File: config.mk
export PLATFORM = sky130hd
export DESIGN_NAME = encoder_16to4_arb
export DESIGN_NICKNAME = d
export VERILOG_FILES = /design/src/rtl/encoder_16to4_arb_pkg.sv /design/src/rtl/encoder_16to4_arb_prio_enc16.sv /design/src/rtl/encoder_16to4_arb.sv
export SDC_FILE = /design/constraint.sdc
export NUM_CORES = 1
export LEC_CHECK = 0
export CAP_MARGIN = 20
export CORE_MARGIN = 2
export CORE_UTILIZATION = 52
export DETAILED_ROUTE_END_ITERATION = 6
export HOLD_SLACK_MARGIN = 0.12
export PLACE_DENSITY = 0.87
export SLEW_MARGIN = 30
export SYNTH_ARGS = -nofsm -noshare
export SYNTH_HDL_FRONTEND = slang
export SYNTH_SLANG_ARGS = --single-unit
File: constraint.sdc
create_clock -name clk -period 3 [get_ports clk]
set_input_delay 0.75 -clock clk [delete_from_list [all_inputs] [get_ports clk]]
set_output_delay 0.75 -clock clk [all_outputs]
set_load 0.01 [all_outputs]
File: src/rtl/encoder_16to4_arb_pkg.sv
// Shared constants, state type and bit helpers for the 16-to-4 request encoder.
package encoder_16to4_arb_pkg;

  localparam int ENC_N = 16;
  localparam int ENC_W = 4;

  typedef enum logic {
    IDLE = 1'b0,
    HOLD = 1'b1
  } enc_state_t;

  function automatic logic [ENC_N-1:0] enc_onehot(input logic [ENC_W-1:0] idx);
    logic [ENC_N-1:0] v;
    v = '0;
    v[idx] = 1'b1;
    return v;
  endfunction

  function automatic logic [ENC_N-1:0] enc_bitrev(input logic [ENC_N-1:0] vec);
    logic [ENC_N-1:0] v;
    for (int i = 0; i < ENC_N; i++) begin
      v[i] = vec[ENC_N-1-i];
    end
    return v;
  endfunction

endpackage

File: src/rtl/encoder_16to4_arb_prio_enc16.sv
// Combinational find-first-set over 16 bits, scanning upward from 'start' and
// wrapping 15 -> 0.
module prio_enc16
  import encoder_16to4_arb_pkg::*;
(
  input  logic [ENC_N-1:0] vec,
  input  logic [ENC_W-1:0] start,
  output logic [ENC_W-1:0] idx,
  output logic             found
);

  logic [ENC_N-1:0] w_rot;
  logic [ENC_W-1:0] w_off;

  // Rotate so that bit 0 of w_rot is vec[start]; the 4-bit add wraps naturally.
  generate
    for (genvar gi = 0; gi < ENC_N; gi++) begin : g_rot
      logic [ENC_W-1:0] w_sel;
      assign w_sel     = start + ENC_W'(gi);
      assign w_rot[gi] = vec[w_sel];
    end
  endgenerate

  always_comb begin
    w_off = '0;
    found = 1'b0;
    for (int i = ENC_N - 1; i >= 0; i--) begin
      if (w_rot[i]) begin
        w_off = ENC_W'(i);
        found = 1'b1;
      end
    end
  end

  assign idx = start + w_off;

endmodule

File: src/rtl/encoder_16to4_arb.sv
// Sticky 16-line request capture with fixed-priority or round-robin arbitration,
// presenting the winner as a 4-bit code on a valid/ready handshake.
module encoder_16to4_arb
  import encoder_16to4_arb_pkg::*;
#(
  parameter int unsigned RR = 0
) (
  input  logic             clk,
  input  logic             rst_n,
  input  logic [ENC_N-1:0] req,
  input  logic             enable,
  input  logic             clr,
  output logic [ENC_W-1:0] code,
  output logic             valid,
  input  logic             ready,
  output logic [ENC_N-1:0] pending,
  output logic             any_pending
);

  localparam bit RR_EN = (RR != 0);

  enc_state_t       r_state;
  enc_state_t       w_state_next;
  logic [ENC_W-1:0] r_code;
  logic [ENC_W-1:0] w_code_next;
  logic [ENC_W-1:0] r_last_grant;
  logic [ENC_N-1:0] r_pending;
  logic [ENC_N-1:0] w_pend_next;

  logic             w_valid;
  logic             w_accept;
  logic [ENC_N-1:0] w_cand;
  logic [ENC_W-1:0] w_last;
  logic [ENC_N-1:0] w_vec;
  logic [ENC_W-1:0] w_start;
  logic [ENC_W-1:0] w_idx;
  logic             w_found;
  logic [ENC_W-1:0] w_winner;

  assign w_valid  = (r_state == HOLD);
  assign w_accept = w_valid & ready;

  // Candidates never include same-cycle req; on accept the served bit is excluded
  // and the round-robin origin moves to the code being served right now.
  assign w_cand = w_accept ? (r_pending & ~enc_onehot(r_code)) : r_pending;
  assign w_last = w_accept ? r_code : r_last_grant;

  // Fixed priority reuses the upward scanner on the bit-reversed vector.
  assign w_vec    = RR_EN ? w_cand : enc_bitrev(w_cand);
  assign w_start  = RR_EN ? (w_last + 1'b1) : '0;
  assign w_winner = RR_EN ? w_idx : (ENC_W'(ENC_N - 1) - w_idx);

  prio_enc16 u_prio_enc16 (
    .vec   (w_vec),
    .start (w_start),
    .idx   (w_idx),
    .found (w_found)
  );

  // Set wins over an accept-clear on the same bit; clr overrides everything.
  generate
    for (genvar gi = 0; gi < ENC_N; gi++) begin : g_pend
      assign w_pend_next[gi] = !clr &&
                               ((enable && req[gi]) ||
                                (r_pending[gi] && !(w_accept && (r_code == ENC_W'(gi)))));
    end
  endgenerate

  always_comb begin
    w_state_next = r_state;
    w_code_next  = r_code;
    if (clr) begin
      w_state_next = IDLE;
    end else begin
      case (r_state)
        IDLE: begin
          if (enable && w_found) begin
            w_state_next = HOLD;
            w_code_next  = w_winner;
          end
        end
        HOLD: begin
          if (w_accept) begin
            if (enable && w_found) begin
              w_code_next = w_winner;
            end else begin
              w_state_next = IDLE;
            end
          end
        end
        default: w_state_next = IDLE;
      endcase
    end
  end

  always_ff @(posedge clk or negedge rst_n) begin
    if (!rst_n) begin
      r_state      <= IDLE;
      r_code       <= '0;
      r_last_grant <= '1;
      r_pending    <= '0;
    end else begin
      r_state   <= w_state_next;
      r_code    <= w_code_next;
      r_pending <= w_pend_next;
      if (w_accept && !clr) begin
        r_last_grant <= r_code;
      end
    end
  end

  assign code        = r_code;
  assign valid       = w_valid;
  assign pending     = r_pending;
  assign any_pending = |r_pending;

endmodule

==> results of run 1 <==
through the flow:
stage | util, % | total power (uW) | cell area, um2 | instances | setup slack [ps]
floorplan | - | 634 | 1620 | 193 | 910
global placement | 68.6 | 776 | 2060 | 264 | 226
detailed placement | 68.6 | 781 | 2060 | 264 | 122
CTS | 69.5 | 918 | 2090 | 268 | 223
global route | 69.5 | 976 | 2090 | 268 | 24.2
finish | 69.5 | 922 | 2090 | 268 | 201
state kept, by name (all words and copies together) (netlist names):
register and count:
code 4, pending 16, valid 1
cell families (layout without fill, tap and decap cells):
group                  after synthesis  after routing  synth area share, %
AOI/OAI and AO/OA                   78             78                 31.9
buffers and inverters               13             55                 4.71
and+or+nand+nor                     71             71                 24.3
DFF                                 21             21                 32.5
muxes                               10             10                 6.65
cell type report:
type | count | area share, %
clock buffers | 3 | 1.08
repair buffers | 48 | 22.3
inverters | 3 | 0.539
clock inverters | 1 | 0.240
well taps | 33 | 1.98
multi-input cells | 159 | 48.7
flip-flops and latches | 21 | 25.2
layout by cell type (no fill, tap or decap), types with 2 or more instances in the layout:
cell	count
nand2_1	25
a21oi_1	21
dfrtp_1	21
a31oi_1	4
mux2i_1	7
a22o_1	2
clkdlybuf4s50_1	42
nor4_1	2
nor3_1	2
buf_4	6
o32ai_1	2
mux2_1	2
nand3_1	4
o221ai_1	2
o21ai_1	3
or2_2	2
o22ai_1	2
nor2_1	11
clkbuf_4	3
o21ai_0	24
a41oi_1	2
nor2b_1	2
nand4b_1	5
and3b_1	2
o211ai_1	3
inv_1	3
nand4_1	2
nand2b_1	2
where the power goes:
part / internal [uW] / switching [uW]
combinational: 191 / 183
clock: 49.8 / 87.4
sequential: 310 / 101
total: 551 / 371
critical path, cell delays in order, from the launching register on:
cell and delay, ps:
dfrtp_1 450, nor2_1 250, nand2_1 110, nor4_1 310
nand4_1 120, clkdlybuf4s50_1 500
worst min-delay path by stage:
| stage | from | slack [ps] | cells after the start | end |
|---|---|---|---|---|
| CTS | pending[14] | 640 | 2 | pending[14] |
| floorplan | rst_n | 450 | 0 | code[0] |
| global route | pending[6] | 690 | 2 | pending[6] |
| detailed placement | pending[14] | 620 | 2 | pending[14] |
| finish | pending[14] | 630 | 2 | pending[14] |
| global placement | pending[14] | 610 | 2 | pending[14] |
routing by layer:
layer | wire length [um] | global-route usage, %
met1 | 2090 | 38.9
met2 | 2200 | 44.4
met3 | 263 | 2.60
met4 | 74 | 9.52
met5 | 0 | 0
==> run summary, run 1 <==
Worst hold path class = reg -> reg
Final-report hold violation count = 0
Synth top area cells = dfrtp_1, o21ai_0, a21oi_1, nand2_1, mux2i_1
Mapped Cells = 193
Post-detail-place hpwl = 3.41 mm
DRT Wirelength = 4.63 mm
Unrepaired setup endpoints after global routing = no
Vias post-DR = 1,700
Crit path from = pending[15]
CORE AREA = 0.00300 mm2
Setup violators final = 0
Top FF cell, synth = dfrtp_1
Critical path required time = 2250 ps
Crit end category = output pin
Hold WS = 630 ps
Post-synthesis sequential area ratio = 32.5%
Num CTS Buffers = 3
Initial antenna violation count = 0
Postcts setup bufs = 0
Slew Viols, Final = 0
RR Endpoint = code[1]
Final Net Count = 257
Top cells by count, synth = nand2_1, o21ai_0, a21oi_1, dfrtp_1, nor2_1
Die width = 59.8 um
Most frequent cell after synthesis = nand2_1
CP max FO = 7
Multi-input combinational cell area = 0.00102 mm2
Syn_nets = 214
Gr usage total = 27.7%
Fill cell count = 256
Worst-skew pair later-pin latency = 310 ps
RePlAce Congestion = 0.942
Setup CP Type = reg -> out
Chip height = 59.8 um
Fmax = 357 MHz
Via density = 6.34
FF-to-FF Start = code[0]
# clock sinks = 21
Vias in the first global route = 1,523
Arrival time worst endpoint = 2050 ps
Fraction of layout cells with a size suffix above 1 = 10.2%
H-tree levels = 1
Input/output buffers = 42
Wire per inst = 17.3 um
Post-synth EDFFs = 0
CTS tree = done
DR iter-0 viols = 130
Syn avg cell area = 8.39 um2
Worst-margin pin slew = 824 ps
Post-synthesis cell area = 0.00162 mm2
Synth cell types = 56
Root Buffer = clkbuf_4
Final period utilization = 93.3%
P_leak = 0.000820 uW
CP Capture Point = any_pending
Relative slew slack = 45.1%
# resized after CTS = 0
Yosys top cell area share = 32.5%
R2r setup slk = 640 ps
Clock-pin slew of the registers on the worst-case setup and hold paths = 120 ps
Die ar. = 0.00358 mm2
Setup TNS = 0 ps
Number of max-cap violations = 0
Starting density of the core = 53.9%
Run status = finished, final reports clean
CTS Hold Bufs = 0
Ports = 43
Crit start category = flop
Final Skew = 6.04 ps
Peak VDD IR = 223 uV
1st-pass router iterations = 4
P&R area growth vs syn = 29.0%
Shortest period the worst path allows = 2800 ps
Syn. warnings = 0
Final ANT Viol Nets = 0
DRC = 0
Largest net degree at the start of global routing = 26
Yosys reg bits = 21
First-pass GRT wire length = 7.44 mm
Reg area = 526 um2
Async SR Flop Fraction = 100%
Cell row count = 20
Power per cell area = 441 mW/mm2
Diode count = 0
Area leader, netlist = dfrtp_1
Maximum buffer depth of the clock tree = 2
Congestion Overflow GR = 0
Worst r2r path cells = 6
Power figures use the tool's default switching activity.
==> inputs of run 2 (changes only) <==
Settings changed: CORE_UTILIZATION 52 to 49, PLACE_DENSITY 0.87 to 0.83.
Clock period 3 ns to 2.8 ns, I/O delays scaled along.
==> run 2 against run 1 <==
Net effect: sequential share of layout area down 0.53 points; first-iteration DRC count up 5.4%; critical path depth unchanged; clock skew down 1.3 ps; clock power up 7%; sequential cell count unchanged; combinational power up 11%; wire length about the same; non-clock buffer count up 4; sequential power up 5.8%; critical endpoint unchanged; largest cell class unchanged; highest routed layer unchanged.
==> run summary, run 2 (synthesis results as in run 1) <==
Run status = finished, final reports clean
P_leak = 0.000835 uW (+1.8%)
Post-detail-place hpwl = 3.37 mm (-1.3%)
Critical path required time = 2100 ps (-150 ps)
Unrepaired setup endpoints after global routing = no
Worst-margin pin slew = 790 ps (-33.6 ps)
Crit start category = flop
Crit end category = output pin
Setup CP Type = reg -> out
DR WL met3 = 342 um (+30%)
Fmax = 376 MHz
Wire per inst = 16.3 um (-5.3%)
Congestion Overflow GR = 0 (unchanged)
Slew Viols, Final = 0 (unchanged)
Diode count = 0 (unchanged)
Vias in the first global route = 1,541 (+1.2%)
Sw frac = 39.7% (-0.46 points)
1st-pass router iterations = 4 (unchanged)
Relative slew slack = 47.3% (+2.2 points)
Maximum buffer depth of the clock tree = 2 (unchanged)
CP max FO = 9 (+2)
Post-Place Cell Area = 0.00210 mm2 (+2.1%)
Shortest period the worst path allows = 2660 ps
R2r setup slk = 420 ps (-220 ps)
Starting density of the core = 52.2% (-1.7 points)
# clock sinks = 21 (unchanged)
Worst setup margin = 140 ps (-61.0 ps)
Combinational share of power = 41.7% (+1.2 points)
Worst slack, placed = 108 ps (-14.3 ps)
H-tree levels = 1 (unchanged)
Fraction of layout cells with a size suffix above 1 = 11.7% (+1.5 points)
Slowest CP cell = clkdlybuf4s50_1
First-pass GRT wire length = 7.33 mm (-1.4%)
CTS tree = done
Design Area, Final = 0.00213 mm2 (+2.2%)
Reg area = 526 um2 (unchanged)
Worst-skew pair later-pin latency = 300 ps (about the same)
Power per cell area = 467 mW/mm2 (+5.9%)
Most frequent cells in the layout = clkdlybuf4s50_1, nand2_1, o21ai_0, a21oi_1, dfrtp_1
Gr usage total = 26.2% (-1.4 points)
NetSw = 396 uW (+7.0%)
Setup TNS = 0 ps (unchanged)
Root Buffer = clkbuf_4
CORE AREA = 0.00310 mm2 (+3.3%)
Ports = 43 (unchanged)
Die ar. = 0.00378 mm2 (+5.7%)
Setup violators final = 0 (unchanged)
Leading cell type in the layout, fill and taps excluded = clkdlybuf4s50_1
Chip height = 61.5 um (+2.8%)
Worst hold path class = reg -> reg
Clock-pin slew of the registers on the worst-case setup and hold paths = 110 ps (about the same)
Largest net degree at the start of global routing = 23 (-12%)
Die width = 61.5 um (+2.8%)
Top sig layer = met4
Num CTS Buffers = 3 (unchanged)
Power Internal = 601 uW (+9.0%)
RePlAce Congestion = 0.957 (+1.5%)
Arrival time worst endpoint = 1960 ps (-90 ps)
DRC = 0 (unchanged)
DRT Wirelength = 4.63 mm (about the same)
Final Net Count = 261 (+1.6%)
Peak VDD IR = 327 uV (+47%)
Clk pwr share = 14.7% (-0.2 points)
Input/output buffers = 42 (unchanged)
Postcts setup bufs = 0 (unchanged)
Final Skew = 4.73 ps (-1.30 ps)
Vias post-DR = 1,762 (+3.6%)
Final-report hold violation count = 0 (unchanged)
Max FFs per register = 16 (unchanged)
Multi-input combinational cell area = 0.00102 mm2 (+0.25%)
Via density = 6.23 (-1.8%)
Total Power = 997 uW (+8.2%)
Met2 WL = 2.15 mm (-2.3%)
Cell row count = 20 (unchanged)
Number of max-cap violations = 0 (unchanged)
Initial antenna violation count = 0 (unchanged)
CP max stage delay = 510 ps (about the same)
P&R area growth vs syn = 31.8%
Final ANT Viol Nets = 0 (unchanged)
Crit-path cells = nor2_1, nand2_1, nor4_1, nand4_1, clkdlybuf4s50_1
Sequential Power Share = 43.6% (-1.0 points)
Fill cell count = 286 (+12%)
Final period utilization = 95.0%
DR iter-0 viols = 137 (+5.4%)
Met1 Wirelength = 2.03 mm (-2.6%)
run 2: routing by layer:
layer / GRT usage (%) / up-vias
li1: - / 831
met1: 36.6 / 837
met2: 40.5 / 82
met3: 6.30 / 12
met4: 7.60 / 0
met5: 0 / -
run 2: final cells by class:
cell class,count,share of cell area (%)
Sequential cell,21,24.6
Clock buffer,4,1.23
Inverter,3,0.528
Timing Repair Buffer,52,23.2
Tap cell,44,2.58
Multi-Input combinational cell,159,47.8
run 2: worst paths after layout:
path,startpoint,endpoint,cells after the start
min reg2reg,pending[14],pending[14],2
max in group asynchronous,rst_n,pending[8],2
max,pending[12],any_pending,5
max reg2reg,code[0],code[1],6
min,pending[14],pending[14],2
min in group asynchronous,rst_n,pending[2],2
run 2: critical path, delay by kind of cell (launching register included):
kind,cells,cell delay (ps)
simple gates,4,650
buf+inv,1,510
flops,1,500
run 2: metrics by stage:
stage / hold slack, ps / utilization [%] / instances
after floorplan: 404 / - / 193
after global placement: 595 / 67.8 / 279
after detailed placement: 598 / 67.8 / 279
after CTS: 619 / 68.7 / 283
after global routing: 688 / 68.8 / 283
final: 647 / 68.8 / 283
run 2: power by group through the flow:
stage          combinational [uW]  clock, uW  sequential [uW]
3_5_place_dp                  410          0              437
2_1_floorplan                 283          0              396
4_1_cts                       412        153              431
6_report                      416        146              435
3_3_place_gp                  409          0              435
5_1_grt                       450        171              445
run 2: timing repair:
| item | CTS | global route |
|---|---|---|
| hold buffers | 0 | 0 |
| setup endpoints to repair | 0 | 1 |
| gates resized for setup | 0 | 1 |
